<file path="config.mk">
export PLATFORM = sky130hd
export DESIGN_NAME = zbuf_clear_flat
export DESIGN_NICKNAME = d
export VERILOG_FILES = /design/src/rtl/zbuf_clear_if.sv /design/src/rtl/zbuf_clear.sv /design/src/flat_wrapper.sv
export SDC_FILE = /design/constraint.sdc
export NUM_CORES = 1
export LEC_CHECK = 0
export ABC_AREA = 1
export CAP_MARGIN = 20
export CELL_PAD_IN_SITES_DETAIL_PLACEMENT = 1
export CELL_PAD_IN_SITES_GLOBAL_PLACEMENT = 1
export CORE_ASPECT_RATIO = 1.4
export CORE_MARGIN = 4
export CORE_UTILIZATION = 30
export CTS_BUF_LIST = sky130_fd_sc_hd__clkbuf_2
export CTS_CLUSTER_SIZE = 20
export DETAILED_ROUTE_END_ITERATION = 6
export PLACE_DENSITY = 0.85
export REMOVE_ABC_BUFFERS = 1
export SYNTH_ARGS = -nofsm -noshare
export SYNTH_HDL_FRONTEND = slang
export SYNTH_SLANG_ARGS = --single-unit
</file>
<file path="constraint.sdc">
create_clock -name s_axi_aclk -period 1.8 [get_ports s_axi_aclk]
set_input_delay 0.27 -clock s_axi_aclk [delete_from_list [all_inputs] [get_ports s_axi_aclk]]
set_output_delay 0.27 -clock s_axi_aclk [all_outputs]
set_load 0.01 [all_outputs]
</file>
<file path="src/rtl/zbuf_clear_if.sv">
// Rasterizer request channel and BRAM port A write bus of the depth-buffer clear engine.
// The engine takes the slave view; the request source / memory side takes the master view.
interface zbuf_clear_if #(
  parameter int ADDR_W = 17,
  parameter int Z_W    = 8
);
  logic              req_valid;
  logic              req_ready;
  logic              req_we;
  logic [ADDR_W-1:0] req_addr;
  logic [Z_W-1:0]    req_wdata;
  logic              bram_en;
  logic              bram_we;
  logic [ADDR_W-1:0] bram_addr;
  logic [Z_W-1:0]    bram_din;

  modport slave (
    input  req_valid, req_we, req_addr, req_wdata,
    output req_ready, bram_en, bram_we, bram_addr, bram_din
  );

  modport master (
    output req_valid, req_we, req_addr, req_wdata,
    input  req_ready, bram_en, bram_we, bram_addr, bram_din
  );
endinterface

</file>
<file path="src/rtl/zbuf_clear.sv">
// Depth-buffer clear engine: on start, writes CLEAR_VAL to every cell one per cycle,
// otherwise forwards rasterizer depth requests straight to BRAM port A.
module zbuf_clear #(
  parameter int              H_RES     = 320,
  parameter int              V_RES     = 240,
  parameter int              ADDR_W    = 17,
  parameter int              Z_W       = 8,
  parameter logic [Z_W-1:0]  CLEAR_VAL = {Z_W{1'b1}}
) (
  input  logic             s_axi_aclk,
  input  logic             s_axi_aresetn,
  input  logic             start,
  output logic             busy,
  output logic             done,
  zbuf_clear_if.slave      bus
);

  localparam int unsigned       N     = H_RES * V_RES;
  localparam logic [ADDR_W-1:0] LAST  = ADDR_W'(N - 1);
  localparam logic [ADDR_W:0]   N_EXT = (ADDR_W + 1)'(N);

  typedef enum logic [1:0] {
    IDLE  = 2'd0,
    CLEAR = 2'd1,
    DONE  = 2'd2
  } state_t;

  state_t            state, state_nxt;
  logic [ADDR_W-1:0] cnt, cnt_nxt;
  logic              ready;
  logic              accept;
  logic              en, we;
  logic [ADDR_W-1:0] addr;
  logic [Z_W-1:0]    din;

  function automatic logic addr_in_range(input logic [ADDR_W-1:0] a);
    return ({1'b0, a} < N_EXT);
  endfunction

  always_ff @(posedge s_axi_aclk or negedge s_axi_aresetn) begin
    if (!s_axi_aresetn) begin
      state <= IDLE;
      cnt   <= '0;
    end else begin
      state <= state_nxt;
      cnt   <= cnt_nxt;
    end
  end

  // A start seen in IDLE wins over a same-cycle request, so the request is held off.
  assign ready  = s_axi_aresetn && (state != CLEAR) && !start;
  assign accept = bus.req_valid && ready;

  always_comb begin
    state_nxt = state;
    cnt_nxt   = cnt;
    busy      = 1'b0;
    done      = 1'b0;
    en        = 1'b0;
    we        = 1'b0;
    addr      = '0;
    din       = '0;

    case (state)
      IDLE: begin
        if (start) begin
          state_nxt = CLEAR;
          cnt_nxt   = '0;
        end
      end
      CLEAR: begin
        busy = 1'b1;
        en   = 1'b1;
        we   = 1'b1;
        addr = cnt;
        din  = CLEAR_VAL;
        if (cnt == LAST) begin
          state_nxt = DONE;
          cnt_nxt   = '0;
        end else begin
          cnt_nxt = cnt + ADDR_W'(1);
        end
      end
      DONE: begin
        done      = 1'b1;
        state_nxt = IDLE;
      end
      default: begin
        state_nxt = IDLE;
        cnt_nxt   = '0;
      end
    endcase

    // ready is never high in CLEAR, so this cannot collide with sweep writes.
    if (accept && addr_in_range(bus.req_addr)) begin
      en   = 1'b1;
      we   = bus.req_we;
      addr = bus.req_addr;
      din  = bus.req_wdata;
    end
  end

  assign bus.req_ready = ready;
  assign bus.bram_en   = en;
  assign bus.bram_we   = we;
  assign bus.bram_addr = addr;
  assign bus.bram_din  = din;

endmodule

</file>
<file path="src/flat_wrapper.sv">
// flat-port wrapper written by rule: the top's interface ports become plain ports
module zbuf_clear_flat 
#(
  parameter int              H_RES     = 320,
  parameter int              V_RES     = 240,
  parameter int              ADDR_W    = 17,
  parameter int              Z_W       = 8,
  parameter logic [Z_W-1:0]  CLEAR_VAL = {Z_W{1'b1}}
)
  (s_axi_aclk, s_axi_aresetn, start, busy, done, bus_req_valid, bus_req_we, bus_req_addr, bus_req_wdata, bus_req_ready, bus_bram_en, bus_bram_we, bus_bram_addr, bus_bram_din);
  zbuf_clear_if #(.ADDR_W(ADDR_W), .Z_W(Z_W)) bus_i ();
  input  logic s_axi_aclk;
  input  logic s_axi_aresetn;
  input  logic start;
  output logic busy;
  output logic done;
  input wire logic [$bits(bus_i.req_valid)-1:0] bus_req_valid;
  input wire logic [$bits(bus_i.req_we)-1:0] bus_req_we;
  input wire logic [$bits(bus_i.req_addr)-1:0] bus_req_addr;
  input wire logic [$bits(bus_i.req_wdata)-1:0] bus_req_wdata;
  output wire logic [$bits(bus_i.req_ready)-1:0] bus_req_ready;
  output wire logic [$bits(bus_i.bram_en)-1:0] bus_bram_en;
  output wire logic [$bits(bus_i.bram_we)-1:0] bus_bram_we;
  output wire logic [$bits(bus_i.bram_addr)-1:0] bus_bram_addr;
  output wire logic [$bits(bus_i.bram_din)-1:0] bus_bram_din;
  assign bus_i.req_valid = bus_req_valid;
  assign bus_i.req_we = bus_req_we;
  assign bus_i.req_addr = bus_req_addr;
  assign bus_i.req_wdata = bus_req_wdata;
  assign bus_req_ready = bus_i.req_ready;
  assign bus_bram_en = bus_i.bram_en;
  assign bus_bram_we = bus_i.bram_we;
  assign bus_bram_addr = bus_i.bram_addr;
  assign bus_bram_din = bus_i.bram_din;
  zbuf_clear #(.H_RES(H_RES), .V_RES(V_RES), .ADDR_W(ADDR_W), .Z_W(Z_W), .CLEAR_VAL(CLEAR_VAL)) u_core (.s_axi_aclk(s_axi_aclk), .s_axi_aresetn(s_axi_aresetn), .start(start), .busy(busy), .done(done), .bus(bus_i));
endmodule
</file>
* Yosys cells after proc, flatten, opt, wreduce, memory -nomap -nowiden
Cells that the tools add are included.
Cells by class: bitwise operators 1, add/sub/neg operators 1, reduce and logical (&&, ||, !) cells 8, $lt $le $gt $ge 1, multiplexer cells 14, equality and inequality tests 6
Operators by type and width (number):
- $mux W17 | 4
- $pmux W17 S3 | 1
- $add A17 B1 Y17 const B | 1
- $eq A17 B17 Y1 const B | 1
- $lt A17 B17 Y1 const B | 1
- $mux W8 | 2
- $logic_and A1 B1 Y1 | 4
- $mux W1 | 4
- $mux W2 | 2
- $ne A2 B1 Y1 const B | 2
- $pmux W2 S2 | 1
- $reduce_and A2 Y1 | 2
- $eq A2 B1 Y1 const B | 1
- $eq A2 B2 Y1 const B | 1
- $logic_not A2 Y1 | 1
- $ne A2 B2 Y1 const B | 1
- $logic_not A1 Y1 | 1
- $not A1 Y1 | 1
Storage, ports and cells: flip-flop bits (word level) 19, word-level logic and storage cells 33, output and inout port bits 30, input bits 30

* Logic depth before layout (Yosys ltp)
depth in word-level cells 6, depth in mapped cells 9, depth with buffers taken out 9

* Least setup slack after synthesis
No wires, ideal clock.
path type flip-flop to output port, from register u_core.state[0], to output bus_bram_addr[10], arrival 1.237 ns, buffers on the path 1, required time 1.530 ns, cell stages (with the launch flop) 7, slack 0.293 ns, cell sequence dfrtp_1 > inv_2 > nor2_4 > nor4_4 > buf_4 > nand3_1 > o21ai_1
On the way: word-level cells in the longest chain between the ends 6, elaborated cells on any way between the ends 8, those cells by class 2 x eq/ne; 2 x mux; 4 x reduce/logical
Ends and longest elaborated chain:
- start: declaration | RTL line zbuf_clear.sv:28 | state_t state, state_nxt;
- start signal: assignment | RTL line zbuf_clear.sv:45 | state <= state_nxt;
- $ne A2 B1 Y1 | RTL line zbuf_clear.sv:51 | assign ready = s_axi_aresetn && (state != CLEAR) && !start;
- $logic_and A1 B1 Y1 (2 in a row) | RTL line zbuf_clear.sv:51
- $logic_and A1 B1 Y1 | RTL line zbuf_clear.sv:52 | assign accept = bus.req_valid && ready;
- $logic_and A1 B1 Y1 | RTL line zbuf_clear.sv:95 | if (accept && addr_in_range(bus.req_addr)) begin
- $mux W17 (*) | RTL line zbuf_clear.sv:95
- end: declaration | RTL line flat_wrapper.sv:24 | output wire logic [$bits(bus_i.bram_addr)-1:0] bus_bram_addr;
Every way passes the cells marked *; elsewhere a longest branch is shown, timed or not.

* Worst setup path after layout
from input bus_req_valid, to output bus_bram_addr[0]
On the way: word-level cells in the longest chain between the ends 3
Ends and longest elaborated chain:
- start: declaration | RTL line flat_wrapper.sv:17 | input wire logic [$bits(bus_i.req_valid)-1:0] bus_req_valid;
- $logic_and A1 B1 Y1 | RTL line zbuf_clear.sv:52
- $logic_and A1 B1 Y1 | RTL line zbuf_clear.sv:95
- $mux W17 | RTL line zbuf_clear.sv:95
No other way between the ends.

==> key figures <==
Worst setup path
  – Reg2reg setup slack: 0.14 ns
  – Max stage delay on crit path: 0.45 ns
  – CP top delay family: buffers and inverters
  – CP max-delay cell: clkdlybuf4s50_1
  – Crit-path cells: clkdlybuf4s50_1 -> inv_1 -> nor4_4 -> buf_4 -> buf_6 -> buf_8 -> nand3_4 -> o21ai_2 -> buf_2
  – Critical path buffers and inverters: 6
  – Reg2Reg Depth: 9
  – Critical Path Source: bus_req_valid
  – Setup crit end: bus_bram_addr[0]
  – Critical path arrival: 1.73 ns
  – CP Data Required Time: 1.53 ns
  – Crit end category: output port
  – Crit start category: input port
  – CP Class: in -> out
  – R2r startpoint: u_core.cnt[1]
  – Reg-to-Reg End: u_core.cnt[15]
  – CP Depth: 9
  – Critical Path Fanout Max: 5

Run status
  – Violated checks: negative setup slack
  – Outcome: finished with violations

Synthesis
  – Ys async rst share: 1.00
  – Post-synthesis cell count: 244
  – Post-synthesis register bit count: 19
  – Mean Syn Cell Area: 6.22 sq um
  – Main flop type after synthesis: dfrtp_1
  – Post-synth EDFFs: 0
  – Yosys warning count: 0
  – Post-Syn Area: 1520 sq um
  – Register area share after synthesis: 0.313
  – Cell variety after synth: 23

Drt
  – WL/cell: 16.6 um
  – DR iter-0 viols: 78
  – Wirelength, routed: 6.65 mm
  – Drt pass-1 iters: 4
  – Drt via density: 5.14
  – Routed Antenna Nets: 0
  – DR vias: 2063
  – Drt drc: 0

STA
  – Fmax: 499 MHz
  – Final Hold Vio Count: 0
  – Final WS setup: -0.202 ns
  – Relative slew slack: 0.794
  – Unrepaired setup endpoints after global routing: yes
  – Setup TNS: -3.39 ns
  – Number of setup violations in the final report: 27
  – Layout Skew: 0.0197 ns
  – Ratio of final minimum period to clock period: 1.11
  – Max-slew violation count: 0
  – Tmin final: 2.00 ns
  – Least-Margin Pin Slew: 0.309 ns

CTS
  – Clock Path Buffers: 2
  – CTS Buf Count: 3
  – Clock slew at reported path FFs: 0.22 ns
  – Root Driver: clkbuf_2
  – CTS HTree Levels: 1
  – CTS tree: yes
  – Total clock sinks: 19
  – Latest clock arrival within the worst-skew pair: 0.33 ns

Final layout
  – Post-layout nets: 369
  – Diodes inserted: 0
  – Most common cell after layout, fill and taps aside: nand2_1
  – Share of layout cells above drive strength 1: 0.279
  – Area occupied by multi-input gates: 978 sq um
  – Most frequent cells in the layout: 73 x nand2_1, 33 x nand3_1, 30 x nor2_1, 30 x buf_4, 27 x clkdlybuf4s50_1
  – Storage element area: 475 sq um
  – Area growth from synthesis to layout: 61.9%
  – Fill cells: 668
  – Cell area after layout: 2460 sq um

Pwr
  – P_sw: 0.200 mW
  – Pwr dens: 310 nW/um^2
  – Switching share of power: 0.263
  – Internal power: 0.563 mW
  – Share of power burned in registers: 0.560
  – P_leak: 1.20 nW
  – Peak VDD IR: 300 uV
  – Logic pwr share: 0.167
  – Clock network fraction of design power: 0.273

Global routing
  – Global-route wire length before repair: 10.2 mm
  – Largest net degree at the start of global routing: 27
  – Total track usage: 0.211
  – Initial antenna violation count: 0
  – Gr ovfl total: 0
  – Vias in the first global route: 2163

Worst hold path
  – Worst Hold Class: in -> async

Floorplan
  – Starting Density: 0.311
  – Cell Rows: 30
  – Height of the die: 92.2 um
  – Die Span X: 68.1 um
  – I/O pin total: 60
  – Die Area: 6280 sq um
  – Core area: 4880 sq um

Place
  – Pre-CTS WS: -0.692 ns
  – I/O Buffers: 59
  – Dpl cell area: 2360 sq um
  – Post-DP HPWL: 4.77 mm
  – Routability Congestion: 0.881

Flow run
  – Max_cap viols: 0
-- cell families after synthesis --
logic type,synth area share
compound gates,0.0791
xor+xnor,0.0289
fa+ha+maj,0.00824
buf+inv,0.0857
flops,0.313
simple gates,0.485
-- timing repair --
| item | in CTS | in global routing |
|---|---|---|
| cloned | 2 | 1 |
| hold endpoints to repair | 0 | 19 |
| resized for setup | 123 | 21 |
| hold buffers | 0 | 1 |
| setup buffers | 5 | 3 |
| endpoints found under the setup margin | 30 | 37 |
| pin swaps | 2 | 8 |
-- how the worst min path moves through the flow --
stage | start | endpoint | slack (ns) | cells past startpoint
5_1_grt | s_axi_aresetn | u_core.cnt[2] | 0.50 | 3
2_1_floorplan | s_axi_aresetn | u_core.cnt[0] | -0.03 | 0
4_1_cts | s_axi_aresetn | u_core.cnt[0] | 0.34 | 2
3_3_place_gp | u_core.cnt[1] | u_core.cnt[1] | 0.54 | 2
6_report | s_axi_aresetn | u_core.cnt[1] | 0.51 | 3
3_5_place_dp | u_core.cnt[14] | u_core.cnt[14] | 0.57 | 2
-- layout make-up --
type                            count  area share
Clock buffer                        4     0.00815
Inverter                           25      0.0402
Multi-Input combinational cell    194       0.398
Sequential cell                    19       0.193
Tap cell                           64      0.0326
Timing Repair Buffer               95       0.327
-- worst register-to-register path: stages, from the launching register on --
cell and delay [ns]:
dfrtp_1 0.45, buf_4 0.13, buf_4 0.09, nand2_1 0.06
nor2_2 0.27, nand2_1 0.18, nor2_1 0.15, nand2_1 0.07
nand3_1 0.07, o21ai_0 0.08
-- routing by layer --
metal  GRT usage  vias up  share of wire
li1            -      979              -
met1       0.233     1004           0.38
met2       0.389       64           0.54
met3      0.0245       16          0.047
met4      0.0862        0          0.034
met5           0        -              0
-- sequential cells by signal, indices dropped and copies added, names as in the netlist --
signal / flops
u_core.cnt: 17
u_core.state: 2
-- cell usage after synthesis (2+ instances only) --
| cell | n | area [sq um] |
|---|---|---|
| nand2_1 | 75 | 282 |
| nand3_1 | 39 | 195 |
| nor2_1 | 31 | 116 |
| inv_1 | 22 | 82.6 |
| dfrtp_1 | 19 | 475 |
| o21ai_0 | 12 | 60.1 |
| nand4_1 | 8 | 50.1 |
| o21ai_1 | 8 | 40.0 |
| nor2_2 | 6 | 37.5 |
| xor2_1 | 4 | 35.0 |
| clkbuf_1 | 3 | 11.3 |
| inv_2 | 3 | 11.3 |
| buf_2 | 2 | 10.0 |
| buf_4 | 2 | 15.0 |
| nor2_4 | 2 | 22.5 |
-- power by group through the flow --
stage / Sequential [mW] / Clock [mW] / Combinational [mW]
2_1_floorplan: 0.435 / 0 / 0.0143
3_3_place_gp: 0.435 / 0 / 0.118
3_5_place_dp: 0.435 / 0 / 0.120
4_1_cts: 0.428 / 0.212 / 0.122
5_1_grt: 0.428 / 0.229 / 0.135
6_report: 0.428 / 0.208 / 0.127
-- stage by stage --
step	hold slack, ns	total power, mW	cells	util
finish	0.510	0.763	401	0.504
global route	0.495	0.791	401	0.504
CTS	0.343	0.761	397	0.484
detailed placement	0.569	0.555	386	0.484
global placement	0.542	0.552	386	0.484
floorplan	-0.0256	0.449	237	-
Power figures use the tool's default switching activity.
